`config.mk`:
```
export PLATFORM = sky130hd
export DESIGN_NAME = hs_dest_ctrl_flat
export DESIGN_NICKNAME = d
export VERILOG_FILES = /design/src/rtl/hs_dest_ctrl_pkg.sv /design/src/rtl/hs_dest_ctrl_if.sv /design/src/rtl/ndff_sync.sv /design/src/rtl/hs_dest_ctrl.sv /design/src/flat_wrapper.sv
export SDC_FILE = /design/constraint.sdc
export NUM_CORES = 1
export LEC_CHECK = 0
export CORE_UTILIZATION = 45
export CTS_BUF_LIST = sky130_fd_sc_hd__clkbuf_4
export DETAILED_ROUTE_END_ITERATION = 16
export MAX_ROUTING_LAYER = met4
export PLACE_DENSITY = 0.84
export SKIP_LAST_GASP = 1
export SLEW_MARGIN = 20
export SYNTH_ARGS = -nofsm -noshare
export SYNTH_HDL_FRONTEND = slang
export SYNTH_SLANG_ARGS = --single-unit
```
`constraint.sdc`:
```
create_clock -name clk -period 1.5 [get_ports clk]
set_clock_uncertainty 0.15 [all_clocks]
set_input_delay 0.3 -clock clk [delete_from_list [all_inputs] [get_ports clk]]
set_output_delay 0.3 -clock clk [all_outputs]
set_load 0.03 [all_outputs]
```
`src/rtl/hs_dest_ctrl_pkg.sv`:
```
// Shared types and constants for the destination-side req/ack handshake controller.
// HS_DEST_SYNC3_EN selects a 3-flop sreq synchronizer instead of 2.
package hs_dest_ctrl_pkg;

   localparam int unsigned HS_DATA_W = 30;
   localparam int unsigned ROW_MSB   = 29;
   localparam int unsigned ROW_LSB   = 12;
   localparam int unsigned KER_MSB   = 11;
   localparam int unsigned KER_LSB   = 0;

`ifdef HS_DEST_SYNC3_EN
   localparam int unsigned HS_SYNC_STAGES = 3;
`else
   localparam int unsigned HS_SYNC_STAGES = 2;
`endif

   // {image row, kernel} word carried across the handshake
   typedef struct packed {
      logic [ROW_MSB-ROW_LSB:0] row;
      logic [KER_MSB-KER_LSB:0] kernel;
   } hs_word_t;

   typedef enum logic [1:0] {
      IDLE    = 2'd0,
      DELIVER = 2'd1,
      ACK     = 2'd2
   } state_t;

   function automatic hs_word_t mk_word(input logic [ROW_MSB-ROW_LSB:0] row,
                                        input logic [KER_MSB-KER_LSB:0] kernel);
      hs_word_t w;
      w.row    = row;
      w.kernel = kernel;
      return w;
   endfunction

endpackage

```
`src/rtl/hs_dest_ctrl_if.sv`:
```
// Handshake and data signals between the source domain, this controller and its consumer.
interface hs_dest_ctrl_if;
   import hs_dest_ctrl_pkg::*;

   logic     sreq;
   hs_word_t din;
   logic     dbusy;
   logic     dvalid;
   hs_word_t dout;
   logic     dack;
   logic     idle;

   modport master (output sreq, din, dbusy, input dvalid, dout, dack, idle);
   modport slave  (input sreq, din, dbusy, output dvalid, dout, dack, idle);
endinterface

```
`src/rtl/ndff_sync.sv`:
```
// N-flop synchronizer for a single asynchronous level; clears to 0 on reset.
module ndff_sync #(
   parameter int unsigned DEPTH = 2
) (
   input  logic clk,
   input  logic rst_n,
   input  logic d,
   output logic q
);

   logic [DEPTH-1:0] chain;

   always_ff @(posedge clk or negedge rst_n) begin
      if (!rst_n) chain <= '0;
      else        chain <= {chain[DEPTH-2:0], d};
   end

   assign q = chain[DEPTH-1];

endmodule

```
`src/rtl/hs_dest_ctrl.sv`:
```
// Destination half of a four-phase req/ack handshake feeding the clk2 convolution engine.
// Define HS_DEST_SYNC3_EN for a 3-flop sreq synchronizer (default 2).
module hs_dest_ctrl
   import hs_dest_ctrl_pkg::*;
(
   input  logic           clk,
   input  logic           rst_n,
   hs_dest_ctrl_if.slave  bus
);

   localparam int unsigned SYNC_STAGES = HS_SYNC_STAGES;

   logic     sreq_s;
   state_t   state_q, state_n;
   hs_word_t data_q,  data_n;
   hs_word_t dout_q,  dout_n;
   logic     dvalid_q, dvalid_n;
   logic     dack_q,   dack_n;

   ndff_sync #(.DEPTH(SYNC_STAGES)) u_sreq_sync (
      .clk   (clk),
      .rst_n (rst_n),
      .d     (bus.sreq),
      .q     (sreq_s)
   );

   always_ff @(posedge clk or negedge rst_n) begin
      if (!rst_n) begin
         state_q  <= IDLE;
         data_q   <= '0;
         dout_q   <= '0;
         dvalid_q <= 1'b0;
         dack_q   <= 1'b0;
      end else begin
         state_q  <= state_n;
         data_q   <= data_n;
         dout_q   <= dout_n;
         dvalid_q <= dvalid_n;
         dack_q   <= dack_n;
      end
   end

   // din is only sampled once sreq_s is seen, so it has been stable for SYNC_STAGES cycles
   always_comb begin
      state_n  = state_q;
      data_n   = data_q;
      dout_n   = dout_q;
      dvalid_n = 1'b0;
      dack_n   = dack_q;
      unique case (state_q)
         IDLE: begin
            dack_n = 1'b0;
            if (sreq_s) begin
               data_n  = bus.din;
               state_n = DELIVER;
            end
         end
         DELIVER: begin
            dack_n = 1'b0;
            if (!bus.dbusy) begin
               dvalid_n = 1'b1;
               dout_n   = data_q;
               dack_n   = 1'b1;
               state_n  = ACK;
            end
         end
         ACK: begin
            dack_n = 1'b1;
            if (!sreq_s) begin
               dack_n  = 1'b0;
               state_n = IDLE;
            end
         end
         default: begin
            dack_n  = 1'b0;
            state_n = IDLE;
         end
      endcase
   end

   assign bus.dvalid = dvalid_q;
   assign bus.dout   = dout_q;
   assign bus.dack   = dack_q;
   // derived only from flops, so no input-to-output path
   assign bus.idle   = (state_q == IDLE) && !sreq_s;

endmodule

```
`src/flat_wrapper.sv`:
```
// flat-port wrapper written by rule: the top's interface ports become plain ports
module hs_dest_ctrl_flat import hs_dest_ctrl_pkg::*;
  (clk, rst_n, bus_sreq, bus_din, bus_dbusy, bus_dvalid, bus_dout, bus_dack, bus_idle);
  hs_dest_ctrl_if bus_i ();
  input  logic clk;
  input  logic rst_n;
  input wire logic [$bits(bus_i.sreq)-1:0] bus_sreq;
  input wire logic [$bits(bus_i.din)-1:0] bus_din;
  input wire logic [$bits(bus_i.dbusy)-1:0] bus_dbusy;
  output wire logic [$bits(bus_i.dvalid)-1:0] bus_dvalid;
  output wire logic [$bits(bus_i.dout)-1:0] bus_dout;
  output wire logic [$bits(bus_i.dack)-1:0] bus_dack;
  output wire logic [$bits(bus_i.idle)-1:0] bus_idle;
  assign bus_i.sreq = bus_sreq;
  assign bus_i.din = bus_din;
  assign bus_i.dbusy = bus_dbusy;
  assign bus_dvalid = bus_i.dvalid;
  assign bus_dout = bus_i.dout;
  assign bus_dack = bus_i.dack;
  assign bus_idle = bus_i.idle;
  hs_dest_ctrl u_core (.clk(clk), .rst_n(rst_n), .bus(bus_i));
endmodule
```
Word-level counts from Yosys, hierarchy flattened
Index checks and enable logic that the tools add are counted.
{"block": "word_totals", "regBits": 66, "inputBits": 34, "output_inout_bits": 33}
{"block": "classes", "muxes": 8, "n_eq_ne": 5, "bitwise_logic": 1, "n_reduce_logical": 6}
{"operator": "$mux 2", "count": 3}
{"operator": "$ne 2x2->1 const B", "count": 3}
{"operator": "$pmux 2 s3", "count": 1}
{"operator": "$reduce_and 2->1", "count": 2}
{"operator": "$mux 1", "count": 3}
{"operator": "$reduce_and 3->1", "count": 1}
{"operator": "$eq 2x1->1 const B", "count": 1}
{"operator": "$eq 2x2->1 const B", "count": 1}
{"operator": "$logic_not 2->1", "count": 1}
{"operator": "$pmux 1 s2", "count": 1}
{"operator": "$logic_and 1x1->1", "count": 1}
{"operator": "$logic_not 1->1", "count": 1}
{"operator": "$not 1->1", "count": 1}

Depth between registers and ports, before layout
{"block": "logic_depth", "word_depth": 3, "mapped_depth": 6, "ltp_nobuf": 5}

Modules after synthesis
A second synthesis with hierarchy kept.
{"block": "hier_totals", "hier_cells": 148, "area_unflattened_um2": 2503.7}
{"mod": "hs_dest_ctrl", "area_per_inst_um2": 2453.6, "instances": 1, "seq_area_each_um2": 1601.5, "cells_per_inst": 146}
{"mod": "ndff_sync", "area_per_inst_um2": 50.0, "instances": 1, "seq_area_each_um2": 50.0, "cells_per_inst": 2}

Worst setup path before layout
No wires, ideal clock.
{"block": "synth_timing", "path_type": "flip-flop to flip-flop", "start": "reg u_core.state_q[0]", "end": "reg u_core.state_q[0]", "t_arrival_ns": 1.471, "setup_slack_ns": -0.248, "stages_incl_launch_ff": 6, "period_less_slack_ns": 1.748, "path_cell_list": "dfrtp_1 > inv_1 > ha_1 > nor2b_2 > a221o_2 > mux2_1"}
{"block": "synth_via", "elab_chain_len": 3, "word_cells_on_any_way": 8}
{"element": "start: declaration", "line": "hs_dest_ctrl.sv:14", "rtl": "state_t state_q, state_n;"}
{"element": "start signal: assignment", "line": "hs_dest_ctrl.sv:35", "rtl": "state_q <= state_n;"}
{"element": "$eq 2x2->1, or another cell as far along", "line": "hs_dest_ctrl.sv:50", "rtl": "unique case (state_q)"}
{"element": "$ne 2x2->1 (no line)"}
{"element": "$reduce_and 3->1 (no line)"}
Parallel ways exist; a longest one is shown, timed or not.
A chain may end at the register's enable or synchronous reset.

Worst setup path in the final report
{"block": "layout_timing", "start": "reg u_core.state_q[0]", "end": "out bus_idle"}
{"block": "layout_via", "elab_chain_len": 2}
{"element": "$logic_not 2->1", "line": "hs_dest_ctrl.sv:85", "rtl": "assign bus.idle = (state_q == IDLE) && !sreq_s;"}
{"element": "$logic_and 1x1->1", "line": "hs_dest_ctrl.sv:85"}
{"element": "end: declaration", "line": "flat_wrapper.sv:13", "rtl": "output wire logic [$bits(bus_i.idle)-1:0] bus_idle;"}
Every way passes these cells.

==> results.toml <==
[status]
outcome = "finished, violations left"
violations = "negative setup slack"

[detailed_routing]
wirelength_um = 5500
vias = 1559
drt-initial-drc-count = 70
ant_nets = 0
routed_via_density = 4.89
drt_pass1_iterations = 4
wire_per_inst_um = 17.2
drc_errors = 0

[clocking]
cts_made_buffers = 9
htreeDepth = 3
clock_sinks = 66
clk_pin_slew_ns = 0.10
cts_tree = "built"
cts_buffer_depth = 2
clk_latency_ns = 0.39
cts-root-buf = "clkbuf_4"

[logic_synthesis]
netlist_area_mm2 = 0.00252
avgSynthCellArea_um2 = 16.9
synth_compound_area_share_pct = 0.745
yosys.area.top_type_share_pct = 65.6
synth_top_family_by_area = "multiplexers"
synth-xor-area-share_pct = 0
ys_seq_elements = 66
synth_area_leader_cell = "dfrtp_1"
synth_adder_area_share_pct = 2.48
syn_nets = 188
synth_cell_types = 13
synthTopCellsByArea = "dfrtp_1 66%, mux2_2 26%, ha_1 2.5%"
synthMuxAreaShare_pct = 27.7
synth-simple-area-share_pct = 0.894
synthCells = 149
yosysSeqAreaShare_pct = 65.6
ys_warn_count = 0

[timing]
layout_setup_ws_ns = -0.366
rsz0062_at_grt = "true"
hold_viol = 0
post-route-min-period_ns = 1.87
slew_headroom_pct = 71.5
tightest_slew_ns = 0.428
clock.fmax_mhz = 536
whs_ns = 0.207
setup_viol = 65
fin_crit_sh_pct = 124
slew_violations = 0

[global_routing]
grt_antenna_before_repair = 0
grt_max_degree = 29
grt_pass1_wl_um = 8300
overflow = 0
grt_pass1_vias = 1689
grtUsageTotal_pct = 19.3

[critical_path]
crit_family = "flip-flops"
cp.depth = 5
rr_worst_depth = 6
start_kind = "flop"
cp_slowest_cell = "dfrtp_1"
worst_ep_arrival_time_ns = 1.42
required_ns = 1.05
crit_type = "reg2out"
max_stage_delay_ns = 0.42
crit_path_frequent_cell = "buf_6"
path_cells = "inv_2 -> ha_4 -> nor2b_4 -> buf_6 -> buf_6"
path_buf_inv = 3
end_kind = "output port"
crit_fanout = 2

[placed_design]
place.gp.congestion = 0.784
numPortBuffers = 66
dp_cells = 288
dp_hpwl_um = 3050
placed_area_mm2 = 0.00338

[min_path]
holdPathStages = 0
holdCritPathClass = "reg2reg"

[power]
irDropWorstVdd_mv = 1.35
leakagePower_nw = 1.88
cellPowerDensity_mw_per_mm2 = 2300

[layout]
antennaDiodeCount = 0
syn_to_final_growth_pct = 51.7
final_common_cell = "dfrtp_1"
fillers = 343
drive_above_1_share_pct = 57.8
layoutNonFillerInstCount = 319
finalNetCount = 284
postLayoutCellArea_mm2 = 0.00382
final_cell_mix = "66 x dfrtp_1, 42 x mux2_4, 32 x clkdlybuf4s50_1, 32 x buf_2, 20 x mux2_2"

[flow_run]
drv_cap = 0

[floorplan]
core_area_mm2 = 0.00524
die_w_um = 76.8
die-area_mm2 = 0.00590
die_h_um = 76.8
num_rows = 26
start_util_pct = 48.1
ios = 67
[cell usage after synthesis]
cell type,instances
a21boi_0,1
a221o_2,1
buf_2,3
buf_6,3
clkbuf_2,1
dfrtp_1,66
ha_1,5
inv_1,3
mux2_1,4
mux2_2,58
nand2_1,2
nand2b_1,1
nor2b_2,1
[path summary, 6_finish.rpt]
path | from | endpoint | slack (ns)
max in group asynchronous | rst_n | u_core.data_q[15]$_DFFE_PN0P_ | 0.49
hold reg to reg | u_core.u_sreq_sync.chain[0]$_DFF_PN0_ | u_core.u_sreq_sync.chain[1]$_DFF_PN0_ | 0.21
setup / recovery | u_core.state_q[0]$_DFFE_PN0P_ | bus_idle | -0.37
setup reg to reg | u_core.state_q[1]$_DFFE_PN0P_ | u_core.state_q[1]$_DFFE_PN0P_ | -0.30
hold / removal | u_core.u_sreq_sync.chain[0]$_DFF_PN0_ | u_core.u_sreq_sync.chain[1]$_DFF_PN0_ | 0.21
min in group asynchronous | rst_n | u_core.bus.dout[1]$_DFFE_PN0P_ | 0.22
[cell type report]
class,count,area (um2),share of cell area (%)
Clock inverter,4,67.6,1.77
Multi-Input combinational cell,73,1030,27.0
Timing Repair Buffer,92,890,23.3
Sequential cell,66,1650,43.2
Tap cell,70,87.6,2.29
Clock buffer,11,82.6,2.16
Inverter,3,11.3,0.295
[registers in the layout, summed over array words and instances (netlist names)]
name	cells
u_core.state_q	2
u_core.bus.dout	30
u_core.data_q	30
u_core.bus.dvalid	1
u_core.bus.dack	1
u_core.u_sreq_sync.chain	2
[per-layer routing]
layer / up-vias / global-route usage [%] / wire length [um]
met5: - / - / 0
met3: 10 / 4.17 / 240
met2: 55 / 29.6 / 2650
met4: 0 / 9.81 / 98
met1: 788 / 24.2 / 2510
li1: 706 / - / -
[timing repair]
item	CTS	global route
hold endpoints to repair	14	0
endpoints found under the setup margin	95	65
pin swaps	2	0
buffers inserted	7	6
hold buffers	1	0
resized for setup	175	38
gates cloned	3	3
[through the flow]
stage	TNS (ns)	worst slack, ns	total power [mW]	util, %
floorplan	-1.56	-0.145	5.37	-
global placement	-11.36	-0.300	6.71	64.5
detailed placement	-11.75	-0.322	6.83	64.5
CTS	-8.31	-0.355	8.26	69.3
global route	-14.09	-0.432	9.28	72.9
finish	-12.11	-0.366	8.79	72.9
[where the power goes]
group,switching [mW],total (mW),internal (mW)
Combinational,2.00,4.38,2.38
Clock,0.572,1.27,0.696
Sequential,0.484,3.15,2.67
Total,3.05,8.79,5.74
[kinds of logic after synthesis]
family | after synthesis
mux | 62
flops | 66
fa+ha+maj | 5
simple gates | 4
buf+inv | 10
compound gates | 2
(Power assumes the default switching activity.)
